`config.mk`:
```
export PLATFORM = sky130hd
export DESIGN_NAME = video_stream_timing
export DESIGN_NICKNAME = d
export VERILOG_FILES = /design/src/rtl/video_timing_pkg.sv /design/src/rtl/video_timing_counter.sv /design/src/rtl/video_stream_timing.sv
export SDC_FILE = /design/constraint.sdc
export NUM_CORES = 1
export LEC_CHECK = 0
export CORE_ASPECT_RATIO = 1.2
export CORE_UTILIZATION = 43
export CTS_CLUSTER_DIAMETER = 80
export DETAILED_ROUTE_END_ITERATION = 8
export GPL_ROUTABILITY_DRIVEN = 0
export PLACE_DENSITY = 0.78
export SYNTH_ARGS = -nofsm -noshare
export SYNTH_HDL_FRONTEND = slang
export SYNTH_SLANG_ARGS = --single-unit
```
`constraint.sdc`:
```
create_clock -name pixclk -period 2.35 [get_ports pixclk]
set_input_delay 0.3525 -clock pixclk [delete_from_list [all_inputs] [get_ports pixclk]]
set_output_delay 0.3525 -clock pixclk [all_outputs]
set_load 0.02 [all_outputs]
```
`src/rtl/video_timing_pkg.sv`:
```
// Shared raster geometry defaults and types for the video timing and stream path.
package video_timing_pkg;

    localparam int DEF_H_ACTIVE = 640;
    localparam int DEF_H_FP     = 16;
    localparam int DEF_H_SYNC   = 96;
    localparam int DEF_H_BP     = 48;
    localparam int DEF_V_ACTIVE = 480;
    localparam int DEF_V_FP     = 10;
    localparam int DEF_V_SYNC   = 2;
    localparam int DEF_V_BP     = 33;

    localparam int DEF_H_TOTAL = DEF_H_ACTIVE + DEF_H_FP + DEF_H_SYNC + DEF_H_BP;
    localparam int DEF_V_TOTAL = DEF_V_ACTIVE + DEF_V_FP + DEF_V_SYNC + DEF_V_BP;

    localparam bit          DEF_SYNC_POL  = 1'b1;
    localparam logic [23:0] DEF_BLANK_RGB = 24'h000000;

    typedef enum logic {
        SEEK   = 1'b0,
        LOCKED = 1'b1
    } stream_state_t;

    typedef struct packed {
        logic [7:0] r;
        logic [7:0] g;
        logic [7:0] b;
    } rgb_t;

endpackage

```
`src/rtl/video_timing_counter.sv`:
```
// Free-running x/y raster counters with decoded active, sync and frame-start flags.
module video_timing_counter
    import video_timing_pkg::*;
#(
    parameter int H_ACTIVE = DEF_H_ACTIVE,
    parameter int H_FP     = DEF_H_FP,
    parameter int H_SYNC   = DEF_H_SYNC,
    parameter int H_BP     = DEF_H_BP,
    parameter int V_ACTIVE = DEF_V_ACTIVE,
    parameter int V_FP     = DEF_V_FP,
    parameter int V_SYNC   = DEF_V_SYNC,
    parameter int V_BP     = DEF_V_BP
) (
    input  logic pixclk,
    input  logic rst_n,
    output logic active,
    output logic hsync_region,
    output logic vsync_region,
    output logic frame_start
);

    localparam int H_TOTAL = H_ACTIVE + H_FP + H_SYNC + H_BP;
    localparam int V_TOTAL = V_ACTIVE + V_FP + V_SYNC + V_BP;
    localparam int XW = $clog2(H_TOTAL);
    localparam int YW = $clog2(V_TOTAL);

    localparam logic [XW-1:0] X_LAST      = XW'(H_TOTAL - 1);
    localparam logic [XW-1:0] X_ACT_END   = XW'(H_ACTIVE);
    localparam logic [XW-1:0] X_SYNC_BEG  = XW'(H_ACTIVE + H_FP);
    localparam logic [XW-1:0] X_SYNC_END  = XW'(H_ACTIVE + H_FP + H_SYNC);
    localparam logic [YW-1:0] Y_LAST      = YW'(V_TOTAL - 1);
    localparam logic [YW-1:0] Y_ACT_END   = YW'(V_ACTIVE);
    localparam logic [YW-1:0] Y_SYNC_BEG  = YW'(V_ACTIVE + V_FP);
    localparam logic [YW-1:0] Y_SYNC_END  = YW'(V_ACTIVE + V_FP + V_SYNC);

    logic [XW-1:0] x;
    logic [YW-1:0] y;

    always_ff @(posedge pixclk or negedge rst_n) begin
        if (!rst_n) begin
            x <= '0;
            y <= '0;
        end else if (x == X_LAST) begin
            x <= '0;
            y <= (y == Y_LAST) ? '0 : y + YW'(1);
        end else begin
            x <= x + XW'(1);
        end
    end

    assign active       = (x < X_ACT_END) && (y < Y_ACT_END);
    assign hsync_region = (x >= X_SYNC_BEG) && (x < X_SYNC_END);
    assign vsync_region = (y >= Y_SYNC_BEG) && (y < Y_SYNC_END);
    assign frame_start  = (x == '0) && (y == '0);

endmodule

```
`src/rtl/video_stream_timing.sv`:
```
// Raster timing generator that locks an RGB valid/ready stream to the frame and
// drives registered pixels and syncs toward the TMDS encoders.
module video_stream_timing
    import video_timing_pkg::*;
#(
    parameter int          H_ACTIVE  = DEF_H_ACTIVE,
    parameter int          H_FP      = DEF_H_FP,
    parameter int          H_SYNC    = DEF_H_SYNC,
    parameter int          H_BP      = DEF_H_BP,
    parameter int          V_ACTIVE  = DEF_V_ACTIVE,
    parameter int          V_FP      = DEF_V_FP,
    parameter int          V_SYNC    = DEF_V_SYNC,
    parameter int          V_BP      = DEF_V_BP,
    parameter bit          SYNC_POL  = DEF_SYNC_POL,
    parameter logic [23:0] BLANK_RGB = DEF_BLANK_RGB
) (
    input  logic        pixclk,
    input  logic        rst_n,
    input  logic [23:0] s_data,
    input  logic        s_sof,
    input  logic        s_valid,
    output logic        s_ready,
    input  logic        status_clr,
    output logic [7:0]  red,
    output logic [7:0]  green,
    output logic [7:0]  blue,
    output logic        hsync,
    output logic        vsync,
    output logic        de,
    output logic        locked,
    output logic        underflow,
    output logic [7:0]  resync_cnt
);

    logic active;
    logic hsync_region;
    logic vsync_region;
    logic frame_start;

    video_timing_counter #(
        .H_ACTIVE(H_ACTIVE), .H_FP(H_FP), .H_SYNC(H_SYNC), .H_BP(H_BP),
        .V_ACTIVE(V_ACTIVE), .V_FP(V_FP), .V_SYNC(V_SYNC), .V_BP(V_BP)
    ) u_counter (
        .pixclk       (pixclk),
        .rst_n        (rst_n),
        .active       (active),
        .hsync_region (hsync_region),
        .vsync_region (vsync_region),
        .frame_start  (frame_start)
    );

    stream_state_t state;
    stream_state_t state_next;
    rgb_t          pix_next;
    logic          underflow_evt;
    logic          resync_evt;

    always_ff @(posedge pixclk or negedge rst_n) begin
        if (!rst_n) begin
            state <= SEEK;
        end else begin
            state <= state_next;
        end
    end

    // LOCKED falls back on a missing beat, an sof off (0,0), or a non-sof beat at (0,0).
    always_comb begin
        state_next = state;
        case (state)
            SEEK:    if (s_valid && s_sof && frame_start) state_next = LOCKED;
            LOCKED:  if (active && (!s_valid || (s_sof != frame_start))) state_next = SEEK;
            default: state_next = SEEK;
        endcase
    end

    always_comb begin
        s_ready       = 1'b0;
        pix_next      = '0;
        underflow_evt = 1'b0;
        case (state)
            SEEK: begin
                s_ready = s_valid && (!s_sof || frame_start);
                if (active) begin
                    pix_next = (s_valid && s_sof && frame_start) ? rgb_t'(s_data)
                                                                 : rgb_t'(BLANK_RGB);
                end
            end
            LOCKED: begin
                if (active) begin
                    if (!s_valid) begin
                        pix_next      = rgb_t'(BLANK_RGB);
                        underflow_evt = 1'b1;
                    end else if (s_sof == frame_start) begin
                        s_ready  = 1'b1;
                        pix_next = rgb_t'(s_data);
                    end else begin
                        // An early sof is held for the next frame; a late frame head is dropped.
                        s_ready  = !s_sof;
                        pix_next = rgb_t'(BLANK_RGB);
                    end
                end
            end
            default: ;
        endcase
        if (!rst_n) s_ready = 1'b0;
    end

    assign resync_evt = (state == LOCKED) && (state_next == SEEK);
    assign locked     = (state == LOCKED);

    always_ff @(posedge pixclk or negedge rst_n) begin
        if (!rst_n) begin
            red        <= '0;
            green      <= '0;
            blue       <= '0;
            hsync      <= ~SYNC_POL;
            vsync      <= ~SYNC_POL;
            de         <= 1'b0;
            underflow  <= 1'b0;
            resync_cnt <= '0;
        end else begin
            red   <= pix_next.r;
            green <= pix_next.g;
            blue  <= pix_next.b;
            hsync <= hsync_region ? SYNC_POL : ~SYNC_POL;
            vsync <= vsync_region ? SYNC_POL : ~SYNC_POL;
            de    <= active;
            // A new event outranks a simultaneous clear.
            if (underflow_evt) begin
                underflow <= 1'b1;
            end else if (status_clr) begin
                underflow <= 1'b0;
            end
            if (resync_evt) begin
                if (status_clr) begin
                    resync_cnt <= 8'd1;
                end else if (resync_cnt != 8'hFF) begin
                    resync_cnt <= resync_cnt + 8'd1;
                end
            end else if (status_clr) begin
                resync_cnt <= '0;
            end
        end
    end

endmodule

```
==> flow_summary.toml <==
[cts]
cts.htree.levels = 3
cts_clock_pin_slew_for_the_worst_setup_and_hold_paths_ns = 0.07
tritoncts_clock_tree = "built"
clock_sinks = 57
clk_path_buf_depth = 2
worstSkewPairLatency_ns = 0.34
cts-buffers-inserted = 9
holdBufCountCts = 0
clk_root_buffer_cell = "sky130_fd_sc_hd__clkbuf_8"

[sta]
setup_total_negative_slack_ns = -1.13
timing.slew.headroom_pct = 39.6
period_minus_slack_ns = 2.57
upper_clock_frequency_limit_mhz = 389
final_cycle_utilization_of_the_critical_path_pct = 109
unrepaired_setup_endpoints_after_global_routing = "true"
finalWorstSetupSlack_ns = -0.219
drv_slew = 0
report.final.setup_viol = 9
final_hold_violating_endpoints = 0
tightest_slew_ns = 0.903
final.setup_skew_ns = 0.00984

[yosys]
ys_seq_elements = 57
postSynth.asyncResetShare_pct = 100
post_synthesis_net_count = 294
synth_cells = 259
mean_instance_size_in_the_synthesized_netlist_um2 = 10.0
synthFlopType = "sky130_fd_sc_hd__dfrtp_1"
synth_sequential_area_ratio_pct = 55.0
synth-edff-count = 0
synth.lib_cells_used.distinct = 45
post_synth_instance_area_mm2 = 0.00259
synth.yosys.warnings = 0

[route]
detailroute.via_count = 2355
detail_route.drc_violations = 0
wirelength_mm = 6.75
ant_nets = 0
drt_first_iter_violations = 200
routedWlPerCell_um = 15.2
route.detailed.vias_per_inst = 5.32
detailedRoute.firstPassIterationCount = 4

[power_and_ir_drop]
finalPower_mw = 2.11
cellLeakagePower_nw = 1.74
vdd.ir_drop.worst_uv = 497
cellPowerDensity_mw_per_mm2 = 544

[placement]
pre_cts_ws_ns = -0.260
dp_hpwl_mm = 4.39
dp_cells = 424
io_buffers = 66

[global_routing]
grt_pass1_vias = 2202
grt_overflow = 0
global_route_wire_length_before_repair_mm = 10.3
grt_max_degree = 58
global_route.usage.total_pct = 21.8
grt_antenna_before_repair = 0

[finish]
drive_gt1_share_pct = 17.9
total_area_of_multi_input_combinational_cells_mm2 = 0.00115
layout-area-overhead-vs-synth_pct = 49.3
num-fill-cells = 444
n_antenna_cell = 0
finalNetCount = 393
sequential_cell_area_mm2 = 0.00143
stdcell_count = 443

[outcome]
violations = "negative setup slack"
status = "finished, violations left"

[worst_setup_path]
setup.worst_path.class = "reg2reg"
required_ns = 2.58
worst-path-buf-inv = 1
critical_path.slowest_cell = "sky130_fd_sc_hd__or4_4"
worst_setup_path_start_kind = "flop"
path_cells = "or4_4, nor2_2, nand4_1, ha_4, a21boi_2, nand4b_1, buf_6, or4b_1, o211a_1"
timing.critical_path.arrival_ns = 2.80
critical_path.max_fanout = 12
critPathTopFamily = "simple AND/OR/NAND/NOR gates"
worst_path_largest_cell_delay_ns = 0.55
crit_path_end_kind = "flop"

[floorplan]
die_y_um = 87.1
placeableCoreArea_mm2 = 0.00574
initial_utilization_pct = 45.1
floorplan.io_pins = 67
die_x_um = 72.9
placement_rows = 30
die-area_mm2 = 0.00634

[flow_run]
cap_violations = 0

[worst_hold_path]
min_path_type = "in2async"
cells in the final DEF, fill, tap and decap left out, types with 3 or more instances in the layout:
cell	n
sky130_fd_sc_hd__o21ai_0	7
sky130_fd_sc_hd__nand4_1	8
sky130_fd_sc_hd__nand2_1	12
sky130_fd_sc_hd__nor3_1	4
sky130_fd_sc_hd__buf_4	33
sky130_fd_sc_hd__dfrtp_1	57
sky130_fd_sc_hd__o31ai_1	5
sky130_fd_sc_hd__nor2_1	37
sky130_fd_sc_hd__inv_1	9
sky130_fd_sc_hd__nand3_1	35
sky130_fd_sc_hd__or4_1	4
sky130_fd_sc_hd__ha_1	5
sky130_fd_sc_hd__or3_1	3
sky130_fd_sc_hd__clkdlybuf4s50_1	64
sky130_fd_sc_hd__and3_1	6
sky130_fd_sc_hd__xor2_1	6
sky130_fd_sc_hd__a21oi_1	4
sky130_fd_sc_hd__clkbuf_8	10
routing by layer:
layer	vias to the layer above	wire (um)	track usage (%)
li1	1122	-	-
met1	1136	2720	25.7
met2	76	3510	36.0
met3	21	257	4.86
met4	0	260	13.4
met5	-	0	0
final cells by class:
cell class              instances  share of cell area, %
flip-flops and latches         57                   36.9
clock inverters                 5                   2.04
multi-input cells             180                   29.8
well taps                      80                   2.59
clock buffers                  11                   3.65
inverters                       9                  0.873
repair buffers                101                   24.2
state kept, by name (all words and copies together), names as in the netlist:
register     flops
u_counter.x     10
red              8
blue             8
u_counter.y     10
de               1
locked           1
resync_cnt       8
green            8
underflow        1
vsync            1
hsync            1
what timing repair did:
item	in CTS	in global routing
resized for setup	15	7
buffers inserted	2	1
pin swaps	3	0
endpoints found under the setup margin	8	9
worst paths after layout:
kind / start / end / slack [ns] / cells past startpoint
max reg2reg: u_counter.y[7] / resync_cnt[6] / -0.22 / 9
max in group asynchronous: rst_n / resync_cnt[3] / 1.68 / 2
min reg2reg: underflow / underflow / 0.50 / 1
min in group pixclk: underflow / underflow / 0.50 / 1
max: u_counter.y[7] / resync_cnt[6] / -0.22 / 9
min: rst_n / green[2] / 0.19 / 2
stage by stage:
step                cell area, um^2  hold WS [ns]  util, %
finish                         3870         0.187     67.4
global route                   3870         0.263     67.4
CTS                            3820         0.213     66.6
detailed placement             3550         0.491     61.8
global placement               3550         0.500     61.8
floorplan                      2610        0.0569        -
cell usage after synthesis (6+ instances only):
cell type / instances / area share [%]
sky130_fd_sc_hd__ha_1: 6 / 2.9
sky130_fd_sc_hd__xor2_1: 6 / 2.0
sky130_fd_sc_hd__nand3_1: 35 / 6.8
sky130_fd_sc_hd__o31ai_1: 7 / 2.0
sky130_fd_sc_hd__clkbuf_1: 7 / 1.0
sky130_fd_sc_hd__nand2_1: 12 / 1.7
sky130_fd_sc_hd__or4_1: 6 / 1.7
sky130_fd_sc_hd__nor2_1: 39 / 5.6
sky130_fd_sc_hd__inv_1: 9 / 1.3
sky130_fd_sc_hd__nand4_1: 8 / 1.9
sky130_fd_sc_hd__and3_1: 6 / 1.4
sky130_fd_sc_hd__dfrtp_1: 57 / 55
sky130_fd_sc_hd__o21ai_0: 7 / 1.4
cell families (layout without fill, tap and decap cells):
| family | count (synthesis) | count (layout) | synth area share, % |
|---|---|---|---|
| fa+ha+maj | 6 | 6 | 2.90 |
| mux | 2 | 2 | 0.820 |
| compound gates | 32 | 32 | 8.45 |
| simple gates | 132 | 132 | 26.4 |
| buf+inv | 22 | 126 | 3.67 |
| xor+xnor | 8 | 8 | 2.70 |
| flops | 57 | 57 | 55.0 |
report_power, final:
part	leakage, nW	total, mW	internal [mW]	switching [mW]
logic	0.850	0.102	0.0542	0.0473
clock network	0.113	1.02	0.624	0.400
registers	0.777	0.981	0.981	0.000000000000000410
No activity file was read; power rests on OpenSTA's default activity.
